<file path="src/rtl/mux_scan_tx.sv">
// -----------------------------------------------------------------------------
// mux_scan_tx
// Channel scanner and serial transmitter for an 8:1 byte multiplexer.
// A start request scans every channel enabled in ch_mask in ascending order.
// For each channel it drives sel, captures mux_data, and sends the byte as a
// UART frame: one start bit, 8 data bits LSB first, one stop bit.
//
// Ports
//   sys_clk     system clock, rising edge
//   sys_rst_n   synchronous active-low reset
//   start       frame request, only acted on while idle
//   ch_mask     channel enables, bit i = mux input i, sampled with start
//   mux_data    byte returned by the multiplexer for the current sel
//   sel         registered multiplexer select
//   tx          serial line, idle high
//   busy        high while a frame is in progress
//   frame_done  one-cycle pulse when a frame (or an empty request) completes
// -----------------------------------------------------------------------------
module mux_scan_tx #(
   parameter int unsigned BAUD_CNT_MAX = 5208
) (
   input  logic       sys_clk,
   input  logic       sys_rst_n,
   input  logic       start,
   input  logic [7:0] ch_mask,
   input  logic [7:0] mux_data,
   output logic [2:0] sel,
   output logic       tx,
   output logic       busy,
   output logic       frame_done
);

   localparam int unsigned BAUD_W   = (BAUD_CNT_MAX > 2) ? $clog2(BAUD_CNT_MAX) : 1;
   localparam int unsigned BIT_W    = 4;
   localparam int unsigned BIT_STOP = 9;
   localparam int unsigned BIT_LAST_DATA = 8;

   localparam logic [BAUD_W-1:0] BAUD_LAST = BAUD_W'(BAUD_CNT_MAX - 1);
   localparam logic [BIT_W-1:0]  BIT_STOP_V = BIT_W'(BIT_STOP);
   localparam logic [BIT_W-1:0]  BIT_DATA_V = BIT_W'(BIT_LAST_DATA);

   if (BAUD_CNT_MAX < 2) begin : g_bad_baud
      $error("mux_scan_tx: BAUD_CNT_MAX must be at least 2");
   end

   typedef enum logic [1:0] {
      S_IDLE   = 2'd0,
      S_SELECT = 2'd1,
      S_SEND   = 2'd2
   } state_t;

   state_t              state;
   state_t              state_nxt;

   logic [BAUD_W-1:0]   baud_cnt;
   logic [BAUD_W-1:0]   baud_cnt_nxt;
   logic [BIT_W-1:0]    bit_cnt;
   logic [BIT_W-1:0]    bit_cnt_nxt;
   logic [7:0]          data;
   logic [7:0]          data_nxt;
   logic [7:0]          pending;
   logic [7:0]          pending_nxt;
   logic [2:0]          sel_nxt;
   logic                tx_nxt;
   logic                busy_nxt;
   logic                frame_done_nxt;

   logic                baud_end;
   logic                stop_end;

   // Index of the lowest set bit; callers guarantee a non-zero mask.
   function automatic logic [2:0] lowest_set(input logic [7:0] m);
      logic [2:0] idx;
      idx = 3'd0;
      for (int i = 7; i >= 0; i--) begin
         if (m[i]) idx = 3'(i);
      end
      return idx;
   endfunction

   // Last cycle of a bit period, and last cycle of the stop bit.
   assign baud_end = (state == S_SEND) && (baud_cnt == BAUD_LAST);
   assign stop_end = baud_end && (bit_cnt == BIT_STOP_V);

   // State and output registers.
   always_ff @(posedge sys_clk) begin
      if (!sys_rst_n) begin
         state      <= S_IDLE;
         baud_cnt   <= '0;
         bit_cnt    <= '0;
         data       <= '0;
         pending    <= '0;
         sel        <= 3'd0;
         tx         <= 1'b1;
         busy       <= 1'b0;
         frame_done <= 1'b0;
      end else begin
         state      <= state_nxt;
         baud_cnt   <= baud_cnt_nxt;
         bit_cnt    <= bit_cnt_nxt;
         data       <= data_nxt;
         pending    <= pending_nxt;
         sel        <= sel_nxt;
         tx         <= tx_nxt;
         busy       <= busy_nxt;
         frame_done <= frame_done_nxt;
      end
   end

   // Next-state logic.
   always_comb begin
      state_nxt = state;
      case (state)
         S_IDLE: begin
            if (start && (ch_mask != 8'd0)) state_nxt = S_SELECT;
         end
         S_SELECT: begin
            state_nxt = S_SEND;
         end
         S_SEND: begin
            if (stop_end) state_nxt = (pending != 8'd0) ? S_SELECT : S_IDLE;
         end
         default: begin
            state_nxt = S_IDLE;
         end
      endcase
   end

   // Datapath and next values of the registered outputs.
   always_comb begin
      baud_cnt_nxt   = baud_cnt;
      bit_cnt_nxt    = bit_cnt;
      data_nxt       = data;
      pending_nxt    = pending;
      sel_nxt        = sel;
      tx_nxt         = tx;
      busy_nxt       = busy;
      frame_done_nxt = 1'b0;

      case (state)
         S_IDLE: begin
            tx_nxt = 1'b1;
            if (start) begin
               if (ch_mask != 8'd0) begin
                  pending_nxt = ch_mask;
                  sel_nxt     = lowest_set(ch_mask);
                  busy_nxt    = 1'b1;
               end else begin
                  // Empty request completes immediately without touching the line.
                  frame_done_nxt = 1'b1;
               end
            end
         end

         S_SELECT: begin
            // mux_data has had the whole cycle to settle on the current sel.
            data_nxt     = mux_data;
            pending_nxt  = pending & ~(8'd1 << sel);
            baud_cnt_nxt = '0;
            bit_cnt_nxt  = '0;
            tx_nxt       = 1'b0;
         end

         S_SEND: begin
            if (baud_end) begin
               baud_cnt_nxt = '0;
               if (bit_cnt == BIT_STOP_V) begin
                  tx_nxt = 1'b1;
                  if (pending != 8'd0) begin
                     sel_nxt = lowest_set(pending);
                  end else begin
                     busy_nxt       = 1'b0;
                     frame_done_nxt = 1'b1;
                  end
               end else begin
                  // Bit period b is followed by data[b] for b = 0..7, then the stop bit.
                  bit_cnt_nxt = bit_cnt + BIT_W'(1);
                  tx_nxt      = (bit_cnt == BIT_DATA_V) ? 1'b1 : data[bit_cnt[2:0]];
               end
            end else begin
               baud_cnt_nxt = baud_cnt + BAUD_W'(1);
            end
         end

         default: begin
            tx_nxt = 1'b1;
         end
      endcase
   end

endmodule

</file>
<file path="config.mk">
export PLATFORM = sky130hd
export DESIGN_NAME = mux_scan_tx
export DESIGN_NICKNAME = d
export VERILOG_FILES = /design/src/rtl/mux_scan_tx.sv
export SDC_FILE = /design/constraint.sdc
export NUM_CORES = 1
export LEC_CHECK = 0
export CORE_ASPECT_RATIO = 1.4
export CORE_MARGIN = 4
export CORE_UTILIZATION = 60
export CTS_CLUSTER_SIZE = 25
export DETAILED_ROUTE_END_ITERATION = 12
export PLACE_DENSITY = 0.84
export RECOVER_POWER = 25
export SLEW_MARGIN = 25
export SYNTH_ARGS = -nofsm -noshare
export SYNTH_HDL_FRONTEND = slang
export SYNTH_SLANG_ARGS = --single-unit
</file>
<file path="constraint.sdc">
create_clock -name sys_clk -period 5.1 [get_ports sys_clk]
set_clock_uncertainty 0.15 [all_clocks]
set_input_delay 1.02 -clock sys_clk [delete_from_list [all_inputs] [get_ports sys_clk]]
set_output_delay 1.02 -clock sys_clk [all_outputs]
set_load 0.02 [all_outputs]
</file>
### Word level (Yosys, flattened, before mapping)

Cells that the tools add are included.
W data, S select, Z words.

* bits in registers: 41
* latch bits: 0
* memory bits (writable): 0
* memory bits (read-only): 0
* input port bits: 19
* output and inout bits: 6
* word-level logic and storage cells: 95
* memories: 0

* add/subtract/negate cells: 2
* multiply operators: 0
* divide/modulo/power cells: 0
* magnitude comparators: 1
* eq/ne operators: 14
* shift operators: 1
* mux-type cells: 52
* bitwise operators: 2
* reduce and logical (&&, ||, !) cells: 14

Operators with widths (count)
* $mux W3: 21
* $pmux W13 S2: 1
* $mux W8: 2
* $pmux W8 S2: 1
* $reduce_bool A8 Y1: 2
* $mux W1: 15
* $ne A2 B2 Y1 const B: 7
* $add A13 B1 Y13 const B: 1
* $eq A13 B13 Y1 const B: 1
* $mux W13: 1
* $reduce_and A6 Y1: 2
* $and A8 B8 Y8: 1
* $eq A4 B4 Y1 const B: 2
* $mux W4: 2
* $not A8 Y8: 1
* $pmux W4 S2: 1
* $shl A1 B3 Y8 const A: 1
* $pmux W1 S2: 3
* $pmux W2 S3: 1
* $pmux W3 S2: 1
* $reduce_and A3 Y1: 2
* $reduce_bool A2 Y1: 3
* $add A4 B1 Y4 const B: 1
* $lt A3 B4 Y1 const B: 1
* 8 further kinds: 12

### Logic depth before layout (Yosys ltp)

Gate-level depths: netlist (run 1).

* depth in word-level cells: 12
* mapped depth: 9
* depth with buffers taken out: 7

### Worst setup path before layout (run 1)

No wires, ideal clock.

* path type: input -> register
* from: input ch_mask[6]
* to: register pending[0]
* library setup time: 118 ps
* arrival: 2264 ps
* path slack: 2568 ps
* stages: 6
* path buffers: 1
* path through: nor4_1 -> a31oi_1 -> nor2b_1 -> buf_2 -> a22oi_1 -> nor2b_1

* word-level cells in the longest chain between the ends: 3

Ends and longest elaborated chain
* from (decl): RTL line 25 `input logic [7:0] ch_mask,`
* $reduce_bool A8 Y1: RTL line 144 `if (ch_mask != 8'd0) begin`
* $ne A2 B2 Y1 (no line)
* $reduce_and A3 Y1 (no line)
* to (signal assigned): RTL line 102 `pending <= pending_nxt;`
* to (decl): RTL line 61 `logic [7:0] pending;`

Every way passes these cells.
A chain may end at the register's enable or synchronous reset.

### Final worst setup path (run 1)

* from: input ch_mask[5]
* to: register pending[5]

* word-level cells in the longest chain between the ends: 3

Ends and longest elaborated chain (RTL line)
* $reduce_bool A8 Y1 / $mux W8 (equally long branches): 144
* $ne A2 B2 Y1 (no line) / $mux W8 (equally long branches)
* $reduce_and A3 Y1 (no line) / $pmux W8 S2 (equally long branches)

Parallel ways exist; a longest one is shown, timed or not. The select of a mux whose other input is x is not followed.

==> run metrics, run 1 <==
clock buffer count from CTS=5; Longest Clk Path Bufs=2; DR vias=1825; drc violations=0; syn nets=279; max_cap viols=0; CP delay by family, top=simple AND/OR/NAND/NOR gates; grt total ovfl=0; detailed-route vias per instance=5.83; Post-layout nets=300; die extent in y=79.8 um; Slew Limit Headroom=0.353; WP buf/inv=1; r2r startpoint=state[1]$_SDFFE_PN0P_; P_int=0.713 mW; syn avg cell area=8.80 um^2; count leader, synth=dfxtp_1; die area=4730 um^2; Tcrit/Tclk final=0.591; Initial Util=0.636; register bit count reported by yosys=41; # setup viols final=0; Post-Synthesis Cell Area=2210 um^2; Clock Power Share=0.247; core area=3470 um^2; logic gate share of total power=0.374; Port Buffers=24; Crit path required time=5140 ps; Max Clk Rate=0.332 GHz; YS warnings=0; Final Core Density=0.742; initial antenna violation count=0; Setup crit end kind=register; leading area contributor after synthesis=dfxtp_1; crit path DAT=3050 ps; post-synth cell types=42; ANT nets after route=0; status=complete, no violations; R2R Setup Slk=2240 ps; I/O pin cnt=25; Clock Tree Root=clkbuf_8; top post-synthesis cells by count=dfxtp_1 (41), nor2_1 (26), nand2_1 (25), nor2b_1 (22), mux2i_1 (14); Sw Ratio=0.356; CP max FO=9; Area Overhead vs Synth=16.6%; total track usage=0.222; pre-CTS WS=1750 ps; Critical Path Source=ch_mask[5]; maximum VDD drop=426 uV; clk_lat worst skew=290 ps; non-filler cells, final=313; top post-synthesis cells by area=dfxtp_1 (37%), mux2i_1 (6.3%), nor2b_1 (6.2%); post-CTS setup buffers=0; worst hold path startpoint=data[3]$_SDFFE_PN0N_; ys async rst share=0; H-tree levels=2; register area share after synthesis=0.371; Yosys top cell area share=0.371; Post-synth EDFFs=0; Die Wd=59.3 um; unrepaired setup endpoints after global routing=no; Mapped Cells=251; crit-path max cell delay=550 ps; post-placement cell count=305; Reg power frac=0.380; dpl hpwl=3540 um; Critical-path top delay cell=nor4_1; CTS Hold Bufs=0; worst min-delay path class=register to register; first-pass GRT wire length=8050 um; switching pwr=0.393 mW; Slew Limit Fails=0; gpl congestion=0.958; worst slew pin tran=967 ps; post-CTS sizing=0; CP Launch Type=primary input; CTS tree=yes; ys flop type=dfxtp_1; WL per Instance=15.2 um; Clock Sinks=41; Final Hold Violating Endpoints=0; Min Hold Slack=371 ps; Fill cells=280; min cycle time layout=3010 ps; clk slew on worst S/H paths=80 ps; DRT Pass-1 Iters=5; setup TNS=0 ps; crit-path most repeated cell=nor2b_1; share of post-route cells with drive strength above 1=0.0586; Leak=0.973 nW; cell row count=25; largest net degree at the start of global routing=32; Cell Chain, Critical Path=clkdlybuf4s50_1 > nor4_1 > a31oi_1 > nor2b_1 > a22oi_1 > nor2b_1; number of global-route vias before repair=1775; # diodes=0; DRT iter0 DRCs=91; Final Worst Setup Slack=2090 ps; total length of routed wires=4750 um; total power divided by cell area=430 nW/um^2; WS Path Type=primary input to register
-- cells in the final DEF, fill, tap and decap left out, types with 2 or more instances in the layout --
cell type,n
o21bai_1,2
nand2_1,25
and3_1,2
inv_1,12
a21oi_1,5
a22oi_1,8
nand4_1,6
xor2_1,10
ha_1,9
nor2_1,26
xnor2_1,4
nand2b_1,3
or3_1,2
o21ai_0,12
nand3_1,8
mux2i_1,14
or4b_4,2
clkdlybuf4s50_1,21
dlygate4sd3_1,3
clkbuf_8,6
nor3_1,2
nor4_1,4
mux4_2,2
nor2b_1,22
o31ai_1,2
dfxtp_1,41
-- flip-flops by register name, summed over array words and instances (netlist names) --
register,count
busy,1
sel,3
state,2
pending,8
data,8
baud_cnt,13
tx,1
frame_done,1
bit_cnt,4
-- worst paths after layout --
path | to | depth (start not counted)
max | pending[5]$_SDFFE_PN0P_ | 6
min | data[3]$_SDFFE_PN0N_ | 2
max reg2reg | pending[5]$_SDFFE_PN0P_ | 7
min reg2reg | data[3]$_SDFFE_PN0N_ | 2
-- worst register-to-register path, delay by kind of cell (launching register included) --
kind	cells	cell delay (ps)
buffers and inverters	1	100
DFF	1	350
AOI/OAI and AO/OA	2	700
adders and majority gates	1	680
and+or+nand+nor	2	630
muxes	1	180
-- power groups by stage --
stage / clock (mW) / sequential [mW] / combinational (mW)
after global routing: 0.292 / 0.428 / 0.460
final: 0.273 / 0.420 / 0.413
after CTS: 0.277 / 0.420 / 0.417
after floorplan: 0 / 0.426 / 0.307
after detailed placement: 0 / 0.427 / 0.412
after global placement: 0 / 0.426 / 0.409
-- metal layers --
metal | up-vias | wire (um) | global-route usage
met2 | 32 | 2500 | 0.392
met1 | 860 | 1860 | 0.234
met3 | 17 | 187 | 0.0502
met5 | - | 0 | 0
met4 | 0 | 199 | 0.120
li1 | 916 | - | -
-- area by class of cell --
| cell class | instances | area, um^2 | area share |
|---|---|---|---|
| timing repair buffer | 24 | 240 | 0.0932 |
| inverter | 12 | 45.0 | 0.0175 |
| clock inverter | 1 | 30.0 | 0.0117 |
| sequential | 41 | 821 | 0.319 |
| multi-input combinational | 188 | 1300 | 0.506 |
| clock buffer | 7 | 86.3 | 0.0335 |
| tap | 40 | 50.0 | 0.0194 |
-- cells by family after synthesis --
kind of cell | count (synthesis) | share of synthesized area
muxes | 16 | 0.0838
adders and majority gates | 9 | 0.0510
xor gates and xnor gates | 14 | 0.0555
buffers and inverters | 22 | 0.0385
AOI/OAI and AO/OA | 40 | 0.126
DFF | 41 | 0.371
and+or+nand+nor | 109 | 0.274
-- through the flow --
step                cell area [um^2]  total power [mW]
floorplan                       2210             0.733
global placement                2460             0.835
detailed placement              2460             0.839
CTS                             2580              1.11
global route                    2580              1.18
finish                          2580              1.11
Power figures use the tool's default switching activity.
==> run 2: changes to the inputs <==
--- a/config.mk
+++ b/config.mk
@@ -7,10 +7,10 @@
 export LEC_CHECK = 0
 export CORE_ASPECT_RATIO = 1.4
 export CORE_MARGIN = 4
-export CORE_UTILIZATION = 60
+export CORE_UTILIZATION = 50
 export CTS_CLUSTER_SIZE = 25
 export DETAILED_ROUTE_END_ITERATION = 12
-export PLACE_DENSITY = 0.84
+export PLACE_DENSITY = 0.75
 export RECOVER_POWER = 25
 export SLEW_MARGIN = 25
 export SYNTH_ARGS = -nofsm -noshare
==> constraint.sdc (replaced) <==
create_clock -name sys_clk -period 2.4 [get_ports sys_clk]
set_clock_uncertainty 0.15 [all_clocks]
set_input_delay 0.48 -clock sys_clk [delete_from_list [all_inputs] [get_ports sys_clk]]
set_output_delay 0.48 -clock sys_clk [all_outputs]
set_load 0.02 [all_outputs]
==> run metrics, run 2 (synthesis gave the netlist of run 1 again) <==
I/O pin cnt=25; Die Wd=64.2 um; detailed-route vias per instance=5.36; status=complete, no violations; gpl congestion=0.919; WL per Instance=14.1 um; Tcrit/Tclk final=0.922; post-CTS setup buffers=0; Slew Limit Fails=0; Final Core Density=0.638; crit-path max cell delay=590 ps; clock buffer count from CTS=5; DRT iter0 DRCs=111; # setup viols final=0; Longest Clk Path Bufs=2; total length of routed wires=4920 um; DR vias=1870; CTS Hold Bufs=0; # diodes=0; Cell Chain, Critical Path=or4b_4 > o31ai_4 > nand3_4 > nor3b_4 > mux2i_1; Clock Tree Root=clkbuf_8; ANT nets after route=0; Critical-path top delay cell=or4b_4; min cycle time layout=2210 ps; WP buf/inv=0; die extent in y=86.7 um; crit path DAT=2290 ps; Port Buffers=24; max_cap viols=0; Leak=1.04 nW; commonest non-fill, non-tap cell in the layout=dfxtp_1; share of post-route cells with drive strength above 1=0.111; Final Hold Violating Endpoints=0; DRT Pass-1 Iters=4; CP max FO=5; cell row count=28; H-tree levels=2; first-pass GRT wire length=8790 um; max FFs per register=13; Clock Sinks=41; initial antenna violation count=0; most frequent cells in the layout=dfxtp_1 (41), nor2_1 (26), nand2_1 (25); grt total ovfl=0; setup TNS=0 ps; Setup crit end kind=register; maximum VDD drop=505 uV; Max Clk Rate=0.452 GHz; CTS tree=yes; R2R Setup Slk=190 ps; dpl hpwl=3690 um; Tot Pwr=2.35 mW; Crit path required time=2480 ps; CP delay by family, top=simple AND/OR/NAND/NOR gates; CP Launch Type=register; core area=4240 um^2; Slew Limit Headroom=0.524; Initial Util=0.521; Post-layout nets=316; Min Hold Slack=361 ps; number of global-route vias before repair=1936; worst slew pin tran=714 ps; drc violations=0; die area=5560 um^2; worst min-delay path class=register to register; Biggest register=baud_cnt; unrepaired setup endpoints after global routing=no; clk_lat worst skew=300 ps; largest net degree at the start of global routing=21; total track usage=0.203; WS Path Type=register to register; post-CTS sizing=0; Area Overhead vs Synth=22.3%; Top Registers=baud_cnt x13, data x8, pending x8; total power divided by cell area=869 nW/um^2; clk slew on worst S/H paths=80 ps
run 2: cell count changes in the layout (fill, tap and decap cells not counted):
cell,change
a21boi_0,-1
a21boi_1,+1
buf_4,+15
bufinv_16,-1
clkbuf_8,+1
clkdlybuf4s50_1,-1
clkinv_2,+1
dlygate4sd3_1,+1
run 2: final timing paths:
kind / start / endpoint / cells after the start
setup / recovery: baud_cnt[5]$_SDFFE_PN0P_ / sel[2]$_SDFFE_PN0P_ / 5
setup reg to reg: baud_cnt[5]$_SDFFE_PN0P_ / sel[2]$_SDFFE_PN0P_ / 5
hold / removal: tx$_SDFFE_PN1P_ / tx$_SDFFE_PN1P_ / 2
hold reg to reg: tx$_SDFFE_PN1P_ / tx$_SDFFE_PN1P_ / 2
run 2: per-stage QoR:
stage               setup slack, ps  cell area, um^2  instances
finish                          187             2700        349
CTS                             171             2710        349
floorplan                       350             2210        251
global route                   83.5             2700        349
detailed placement             53.1             2610        341
global placement                100             2610        341
run 2: area by class of cell:
type / instances / area (um^2)
fill: 365 / 1540
sequential: 41 / 821
clock buffer: 7 / 96.3
clock inverter: 1 / 5.00
inverter: 12 / 45.0
tap: 60 / 75.1
timing repair buffer: 40 / 357
multi-input combinational: 188 / 1300
run 2: tightest hold or removal path, stage by stage (launching register included):
cell	delay [ps]
dfxtp_1	350
nand2_1	50
o2111ai_1	80
run 2: power breakdown:
| part | total (mW) | switching (mW) | internal (mW) | leakage [nW] |
|---|---|---|---|---|
| Clock | 0.506 | 0.246 | 0.260 | 0.0542 |
| Combinational | 0.947 | 0.515 | 0.432 | 0.655 |
| Sequential | 0.895 | 0.103 | 0.792 | 0.333 |
run 2: layer usage:
layer / share of wire / vias to the layer above / wire, um / GRT usage
li1: - / 951 / - / -
met3: 0.035 / 11 / 173 / 0.0480
met2: 0.51 / 33 / 2520 / 0.365
met5: 0 / - / 0 / 0
met4: 0.035 / 0 / 172 / 0.100
met1: 0.42 / 875 / 2050 / 0.221
